### src/rtl/imem_boot_pkg.sv
// Shared encodings for the instruction-memory boot controller.
package imem_boot_pkg;

    localparam int unsigned STATUS_W = 3;

    typedef enum logic [STATUS_W-1:0] {
        ST_LOAD    = 3'd0,
        ST_HOLD    = 3'd1,
        ST_RUN     = 3'd2,
        ST_DONE    = 3'd3,
        ST_HANG    = 3'd4,
        ST_TIMEOUT = 3'd5
    } state_t;

    // MIPS syscall encoding used as the end-of-program marker
    localparam logic [31:0] HALT_IR_DEFAULT = 32'h0000000C;

    function automatic logic is_terminal(input state_t s);
        return (s == ST_DONE) || (s == ST_HANG) || (s == ST_TIMEOUT);
    endfunction

endpackage

### src/rtl/pc_stall_detect.sv
// Flags a hang when the CPU PC has stayed unchanged for STALL_LIMIT cycles.
module pc_stall_detect #(
    parameter int unsigned PC_W        = 32,
    parameter int unsigned STALL_LIMIT = 64
) (
    input  logic            clk,
    input  logic            rst,
    input  logic            i_clr,
    input  logic            i_en,
    input  logic [PC_W-1:0] i_pc,
    output logic            o_hang_c
);

    localparam int unsigned CNT_W = (STALL_LIMIT > 2) ? $clog2(STALL_LIMIT) : 1;

    logic [PC_W-1:0]  r_last_pc;
    logic [CNT_W-1:0] r_cnt;
    logic             w_same;

    assign w_same   = (i_pc == r_last_pc);
    // This cycle's repeat brings the count of unchanged cycles to STALL_LIMIT-1
    assign o_hang_c = i_en && w_same && (r_cnt == CNT_W'(STALL_LIMIT - 2));

    always_ff @(posedge clk) begin
        if (rst || i_clr) begin
            r_last_pc <= '0;
            r_cnt     <= '0;
        end else if (i_en) begin
            r_last_pc <= i_pc;
            r_cnt     <= w_same ? r_cnt + CNT_W'(1) : '0;
        end
    end

endmodule

### src/rtl/imem_boot_ctrl.sv
// Loads a program into imem, holds the CPU in reset, runs it and watches for halt/hang/timeout.
module imem_boot_ctrl
    import imem_boot_pkg::*;
#(
    parameter int unsigned       DATA_W      = 32,
    parameter int unsigned       ADDR_W      = 10,
    parameter int unsigned       RST_CYCLES  = 4,
    parameter logic [DATA_W-1:0] HALT_IR     = DATA_W'(HALT_IR_DEFAULT),
    parameter int unsigned       STALL_LIMIT = 64,
    parameter int unsigned       CYC_W       = 32
) (
    input  logic                clk,
    input  logic                rst,
    input  logic                load_valid,
    input  logic [DATA_W-1:0]   load_data,
    input  logic                load_last,
    output logic                load_ready,
    output logic                imem_we,
    output logic [ADDR_W-1:0]   imem_addr,
    output logic [DATA_W-1:0]   imem_wdata,
    output logic                cpu_rst,
    input  logic [31:0]         pc_in,
    input  logic [DATA_W-1:0]   ir_in,
    input  logic                restart,
    output logic [STATUS_W-1:0] status,
    output logic                overflow,
    output logic [ADDR_W:0]     words_loaded,
    output logic [CYC_W-1:0]    run_cycles
);

    localparam int unsigned DEPTH  = 1 << ADDR_W;
    localparam int unsigned WCNT_W = ADDR_W + 1;
    localparam int unsigned HOLD_W = (RST_CYCLES > 1) ? $clog2(RST_CYCLES) : 1;

    state_t              r_state;
    state_t              w_state_nxt;
    logic                w_hs;
    logic                w_at_end;
    logic                w_hang;
    logic [WCNT_W-1:0]   r_words;
    logic [HOLD_W-1:0]   r_hold_cnt;
    logic [CYC_W-1:0]    r_run_cycles;
    logic                r_we;
    logic [ADDR_W-1:0]   r_addr;
    logic [DATA_W-1:0]   r_wdata;
    logic                r_cpu_rst;
    logic                r_ovf;

    assign load_ready = (r_state == ST_LOAD);
    assign w_hs       = load_valid && load_ready;
    assign w_at_end   = (r_words == WCNT_W'(DEPTH - 1));

    pc_stall_detect #(
        .PC_W        (32),
        .STALL_LIMIT (STALL_LIMIT)
    ) u_stall (
        .clk      (clk),
        .rst      (rst),
        .i_clr    (r_state == ST_HOLD),
        .i_en     (r_state == ST_RUN),
        .i_pc     (pc_in),
        .o_hang_c (w_hang)
    );

    always_ff @(posedge clk) begin
        if (rst) begin
            r_state <= ST_LOAD;
        end else begin
            r_state <= w_state_nxt;
        end
    end

    always_comb begin
        w_state_nxt = r_state;
        case (r_state)
            ST_LOAD: begin
                if (w_hs && (load_last || w_at_end)) begin
                    w_state_nxt = ST_HOLD;
                end
            end
            ST_HOLD: begin
                if (r_hold_cnt == HOLD_W'(RST_CYCLES - 1)) begin
                    w_state_nxt = ST_RUN;
                end
            end
            ST_RUN: begin
                if (ir_in == HALT_IR) begin
                    w_state_nxt = ST_DONE;
                end else if (w_hang) begin
                    w_state_nxt = ST_HANG;
                end else if (&r_run_cycles) begin
                    w_state_nxt = ST_TIMEOUT;
                end
            end
            default: begin
                // Terminal states wait for restart; unused encodings fall back to LOAD
                if (is_terminal(r_state)) begin
                    w_state_nxt = restart ? ST_HOLD : r_state;
                end else begin
                    w_state_nxt = ST_LOAD;
                end
            end
        endcase
    end

    // Load path: one registered cycle from handshake to imem write
    always_ff @(posedge clk) begin
        if (rst) begin
            r_we    <= 1'b0;
            r_addr  <= '0;
            r_wdata <= '0;
            r_words <= '0;
            r_ovf   <= 1'b0;
        end else begin
            r_we <= w_hs;
            if (w_hs) begin
                r_addr  <= r_words[ADDR_W-1:0];
                r_wdata <= load_data;
                r_words <= r_words + WCNT_W'(1);
                if (w_at_end && !load_last) begin
                    r_ovf <= 1'b1;
                end
            end
        end
    end

    always_ff @(posedge clk) begin
        if (rst) begin
            r_hold_cnt   <= '0;
            r_run_cycles <= '0;
            r_cpu_rst    <= 1'b1;
        end else begin
            r_cpu_rst  <= (w_state_nxt != ST_RUN);
            r_hold_cnt <= (r_state == ST_HOLD) ? r_hold_cnt + HOLD_W'(1) : '0;
            if (r_state == ST_RUN) begin
                if (!(&r_run_cycles)) begin
                    r_run_cycles <= r_run_cycles + CYC_W'(1);
                end
            end else if (w_state_nxt == ST_HOLD) begin
                r_run_cycles <= '0;
            end
        end
    end

    assign imem_we      = r_we;
    assign imem_addr    = r_addr;
    assign imem_wdata   = r_wdata;
    assign cpu_rst      = r_cpu_rst;
    assign status       = r_state;
    assign overflow     = r_ovf;
    assign words_loaded = r_words;
    assign run_cycles   = r_run_cycles;

endmodule
### config.mk
export PLATFORM = sky130hd
export DESIGN_NAME = imem_boot_ctrl
export DESIGN_NICKNAME = d
export VERILOG_FILES = /design/src/rtl/imem_boot_pkg.sv /design/src/rtl/pc_stall_detect.sv /design/src/rtl/imem_boot_ctrl.sv
export SDC_FILE = /design/constraint.sdc
export NUM_CORES = 1
export LEC_CHECK = 0
export CAP_MARGIN = 0
export CORE_ASPECT_RATIO = 0.75
export CORE_UTILIZATION = 45
export CTS_CLUSTER_SIZE = 10
export DETAILED_ROUTE_END_ITERATION = 6
export HOLD_SLACK_MARGIN = 0.06
export PLACE_DENSITY = 0.84
export SYNTH_ARGS = -nofsm -noshare
export SYNTH_HDL_FRONTEND = slang
export SYNTH_SLANG_ARGS = --single-unit
export TNS_END_PERCENT = 50
### constraint.sdc
create_clock -name clk -period 3.01 [get_ports clk]
set_input_delay 0.4515 -clock clk [delete_from_list [all_inputs] [get_ports clk]]
set_output_delay 0.4515 -clock clk [all_outputs]
set_load 0.01 [all_outputs]
### After elaboration in Yosys (flattened, before gate mapping)

Cells that the tools add are included.

| word-level totals | value |
|---|---|
| latch bits | 0 |
| memories kept | 0 |
| memory bits (writable) | 0 |
| bits in read-only memories | 0 |
| bits in registers | 131 |

| operators by class | value |
|---|---|
| bitwise logic cells | 1 |
| $mul | 0 |
| multiplexer cells | 12 |
| reductions and logical operators | 16 |
| shift-type cells | 0 |
| $add $sub $neg | 4 |
| equality and inequality tests | 13 |
| divide/modulo/power cells | 0 |
| order comparisons | 0 |

Operator list:

| cell | count |
|---|---|
| $mux W32 | 3 |
| $add A32 B1 Y32 const B | 1 |
| $eq A32 B32 Y1 | 1 |
| $eq A32 B4 Y1 const B | 1 |
| $reduce_and A32 Y1 | 1 |
| $mux W3 | 7 |
| $add A11 B1 Y11 const B | 1 |
| $eq A11 B10 Y1 const B | 1 |
| $pmux W3 S3 | 1 |
| $add A6 B1 Y6 const B | 1 |
| $eq A3 B1 Y1 const B | 2 |
| $eq A3 B2 Y1 const B | 2 |
| $eq A3 B3 Y1 const B | 2 |
| $eq A6 B6 Y1 const B | 1 |
| $mux W6 | 1 |
| $logic_and A1 B1 Y1 | 5 |
| $logic_or A1 B1 Y1 | 4 |
| $reduce_and A2 Y1 | 2 |
| $logic_not A3 Y1 | 1 |
| $ne A3 B2 Y1 const B | 1 |
| $add A2 B1 Y2 const B | 1 |
| $eq A2 B2 Y1 const B | 1 |
| $ne A2 B2 Y1 const B | 1 |
| $reduce_bool A2 Y1 | 1 |
| 3 further kinds | 3 |

### Logic depth before layout (Yosys ltp)

| logic depth | value |
|---|---|
| depth after elaboration | 9 |
| depth in mapped cells | 8 |
| gate-level depth less buffers | 7 |

### Cells and area by module

A second synthesis with hierarchy kept.

| second synthesis, totals | value |
|---|---|
| cells, all modules | 700 |
| area, all modules | 6,098.3 um2 |

Modules (own cells, without submodules):

| module | area each (um2) | cells each | times used |
|---|---|---|---|
| imem_boot_ctrl | 4,254.1 | 509 | 1 |
| pc_stall_detect | 1,844.3 | 191 | 1 |

### Worst setup path before layout

Ideal clock, no wire load.

| path | value |
|---|---|
| kind | input to register |
| from | input load_valid |
| to | register r_run_cycles[18] (netlist: run_cycles[18]) |
| arrival | 2,179 ps |
| setup slack | 699 ps |
| data required time | 2,878 ps |
| cell stages on the path | 8 |
| buffers on the path | 2 |
| cell sequence | or4b_2 clkbuf_1 nor4_1 a221o_1 a22oi_4 buf_6 o21ai_0 a21oi_1 |

| between the ends | value |
|---|---|
| cells in the longest elaborated chain, start to end | 7 |

RTL lines:

| item | line | source |
|---|---|---|
| start, declared | imem_boot_ctrl.sv:14 | `input logic load_valid,` |
| $logic_and A1 B1 Y1 | imem_boot_ctrl.sv:50 | `assign w_hs = load_valid && load_ready;` |
| $logic_and A1 B1 Y1 | imem_boot_ctrl.sv:77 | `if (w_hs && (load_last \|\| w_at_end)) begin` |
| $mux W3 | imem_boot_ctrl.sv:77 |  |
| $pmux W3 S3 | imem_boot_ctrl.sv:75 | `case (r_state)` |
| $eq A3 B1 Y1 | imem_boot_ctrl.sv:139 | `end else if (w_state_nxt == ST_HOLD) begin` |
| $reduce_bool A2 Y1 (no line) | -- |  |
| $reduce_and A2 Y1 (no line) | -- |  |
| end signal, assigned | imem_boot_ctrl.sv:137 | `r_run_cycles <= r_run_cycles + CYC_W'(1);` |
| end, declared | imem_boot_ctrl.sv:42 | `logic [CYC_W-1:0] r_run_cycles;` |

No other way between the ends.
A chain may end at the register's enable or synchronous reset.

### Worst setup path in the final report

| path | value |
|---|---|
| from | register r_run_cycles[1] (netlist: run_cycles[1]) |
| to | register r_run_cycles[27] (netlist: run_cycles[27]) |

| between the ends | value |
|---|---|
| cells in the longest elaborated chain, start to end | 8 |
| elaborated cells on any way between the ends | 12 |
| those cells by class | add/sub (1); eq/ne (2); mux (6); reduce/logical (3) |

RTL lines:

| item | line | source |
|---|---|---|
| $reduce_and A32 Y1 | imem_boot_ctrl.sv:91, imem_boot_ctrl.sv:136 |  |
| $mux W3 | imem_boot_ctrl.sv:91 | `end else if (&r_run_cycles) begin` |
| $mux W3 | imem_boot_ctrl.sv:89 | `end else if (w_hang) begin` |
| $mux W3 | imem_boot_ctrl.sv:87 | `if (ir_in == HALT_IR) begin` |
| $pmux W3 S3 | imem_boot_ctrl.sv:75 |  |
| $eq A3 B1 Y1 | imem_boot_ctrl.sv:139 |  |
| $reduce_bool A2 Y1 (no line) | -- |  |
| $reduce_and A2 Y1 (no line) | -- |  |

Parallel ways exist; a longest one is shown, timed or not. The select of a mux whose other input is x is not followed.

==> impl_metrics.toml <==
[status]
status = "complete, no violations"

[synthesis]
synth_fp_nets = 853
yosysWarningCount = 0
synth.ff_latch_count = 131
netlist_area_mm2 = 0.00590
synth-edff-count = 0
synthFlopType = "dfxtp_1"
seq_area_frac_synth_pct = 44.4
syn-instance-count = 747
ys_types = 56
synthArstFlopShare_pct = 0
syn_area_per_cell_um2 = 7.90

[timing]
fin_skew_ns = 0.00782
min_period_ns = 2.76
setup_viol = 0
worst_slack_ns = 0.248
grt_setup_unrepaired = "false"
tns_ns = 0
min_period_over_period_pct = 91.8
hold_violations = 0
fmax_mhz = 362
drv_slew = 0
worstMarginPinSlew_ns = 1.00
slew_headroom_pct = 33.3

[setup_path]
critPathRequiredTime_ns = 3.31
r2r_slack_ns = 0.25
worstSetupEndpointType = "register"
critical_path.max_fanout = 22
path_class = "register to register"
cp.arrival_ns = 3.07
start_kind = "register"

[pwr]
p_per_area_mw_per_mm2 = 496
vdd_drop_max_v = 0.000382
cellLeakagePower_nw = 2.98

[global_routing]
grt_use_total_pct = 25.4
grt_first_pass_wirelength_mm = 27.5
grt_max_degree = 95
grt_pass1_vias = 5673
grt_remaining_overflow = 0
antenna_found_initial = 0

[placed_design]
io_buffers = 192
place_area_mm2 = 0.00795
place_congestion = 0.872
pre_cts_ws_ns = 0.142
hpwl_mm = 11.6

[clocking]
clock-sinks = 131
cts_root_buf = "clkbuf_16"
postCtsSetupBuffers = 0
clock_latency_ns = 0.42
htree_levels = 4
cts_buffers = 17
tritoncts = "yes"
hold_buffers = 0
cts_buffer_depth = 2
cts_resized = 0
clk_pin_slew_ns = 0.06

[floorplanning]
die_y_um = 101
die_area_mm2 = 0.0136
fp.dieW_um = 134
rows = 35
io_pins = 193
core_area_mm2 = 0.0125
start_util_pct = 47.1

[routing]
wire_per_inst_um = 15.4
wl_mm = 17.0
vias = 6069
drc = 0
ant_nets = 0
drtPass1Iterations = 5
via_per_inst = 5.47
drt_iter0_markers = 541

[flow_run]
cap_violations = 0

[cells_and_area]
synthToLayoutAreaGrowth_pct = 44.7
drive_gt1_share_pct = 6.46
n_antenna_cell = 0
fin_nets = 1037
nFillCells = 994
layout_common_cells = "clkdlybuf4s50_1 (191), nand2_1 (180), dfxtp_1 (131)"
fin_area_mm2 = 0.00854
final_common_cell = "clkdlybuf4s50_1"

[hold_path]
hp-class = "register to register"
[power breakdown]
part / internal [mW] / switching [mW] / total, mW
registers: 1.77 / 0.0192 / 1.79
logic: 0.217 / 0.178 / 0.395
clock network: 1.23 / 0.824 / 2.05
total: 3.22 / 1.02 / 4.24
[cells in the mapped netlist (2+ instances only)]
library cell / instances / area, µm²
clkbuf_1: 30 / 113
nor2_1: 43 / 161
and2_1: 2 / 12.5
and4_1: 6 / 52.6
a21oi_1: 106 / 531
or3_1: 13 / 81.3
nand3_1: 23 / 115
nand2_1: 180 / 676
nand2b_1: 3 / 18.8
inv_1: 8 / 30.0
a311oi_1: 7 / 61.3
nor3_1: 22 / 110
o22a_1: 2 / 17.5
nor4b_1: 3 / 26.3
o21ai_0: 19 / 95.1
a31oi_1: 5 / 31.3
nand4b_1: 3 / 26.3
xnor2_1: 7 / 61.3
buf_1: 5 / 18.8
xor2_1: 38 / 333
o31ai_1: 2 / 15.0
and3_1: 6 / 37.5
nor2b_1: 2 / 12.5
nor4_1: 21 / 131
ha_1: 5 / 62.6
a211oi_1: 4 / 30.0
dfxtp_1: 131 / 2620
nand3b_1: 4 / 30.0
buf_2: 3 / 15.0
buf_6: 5 / 56.3
nand4_1: 14 / 87.6
[final cells by class]
class / count / area (µm²) / share of cell area (%)
Clock buffer: 18 / 429 / 5.03
Tap cell: 166 / 208 / 2.43
Timing Repair Buffer: 210 / 2050 / 24.0
Sequential cell: 131 / 2620 / 30.7
Inverter: 8 / 30.0 / 0.352
Clock inverter: 14 / 156 / 1.83
Multi-Input combinational cell: 563 / 3040 / 35.6
[critical path: stages (launching register included)]
cell and delay (ns):
dfxtp_1 0.42, ha_1 0.26, and4_1 0.26, nand2_1 0.16, or4_4 0.55, a22oi_4 0.61
a21oi_1 0.08, a211oi_1 0.31
[metrics by stage]
| stage | power, mW | instances | util [%] | hold WS [ns] |
|---|---|---|---|---|
| floorplan | 1.98 | 747 | - | 0.407 |
| global placement | 2.21 | 1078 | 63.5 | 0.422 |
| detailed placement | 2.22 | 1078 | 63.5 | 0.425 |
| CTS | 4.27 | 1110 | 68.2 | 0.455 |
| global route | 4.38 | 1110 | 68.2 | 0.472 |
| finish | 4.24 | 1110 | 68.2 | 0.452 |
[path summary, 6_finish.rpt]
check | cells past startpoint | end | start
hold / removal | 2 | imem_wdata[5] | imem_wdata[5]
hold reg to reg | 2 | imem_wdata[5] | imem_wdata[5]
setup / recovery | 7 | run_cycles[27] | run_cycles[1]
setup reg to reg | 7 | run_cycles[27] | run_cycles[1]
[per-layer routing]
metal  track usage [%]  up-vias  part of all wire [%]
li1                  -     2972                     -
met4              10.5        0                   2.4
met1              33.2     2828                    44
met3              5.71       27                   5.9
met2              41.0      242                    48
met5                 0        -                     0
[state kept, by name, indices dropped and copies added (netlist names)]
name / count
imem_wdata: 32
words_loaded: 11
u_stall.r_cnt: 6
cpu_rst: 1
u_stall.r_last_pc: 32
imem_addr: 10
overflow: 1
run_cycles: 32
imem_we: 1
status: 3
r_hold_cnt: 2
[cell families after synthesis]
group	after synthesis	synth area share [%]
buffers and inverters	53	4.20
xor gates and xnor gates	45	6.68
and+or+nand+nor	352	27.7
AOI/OAI and AO/OA	159	15.5
adders and majority gates	5	1.06
DFF	131	44.4
muxes	2	0.360
No activity file was read; power rests on OpenSTA's default activity.
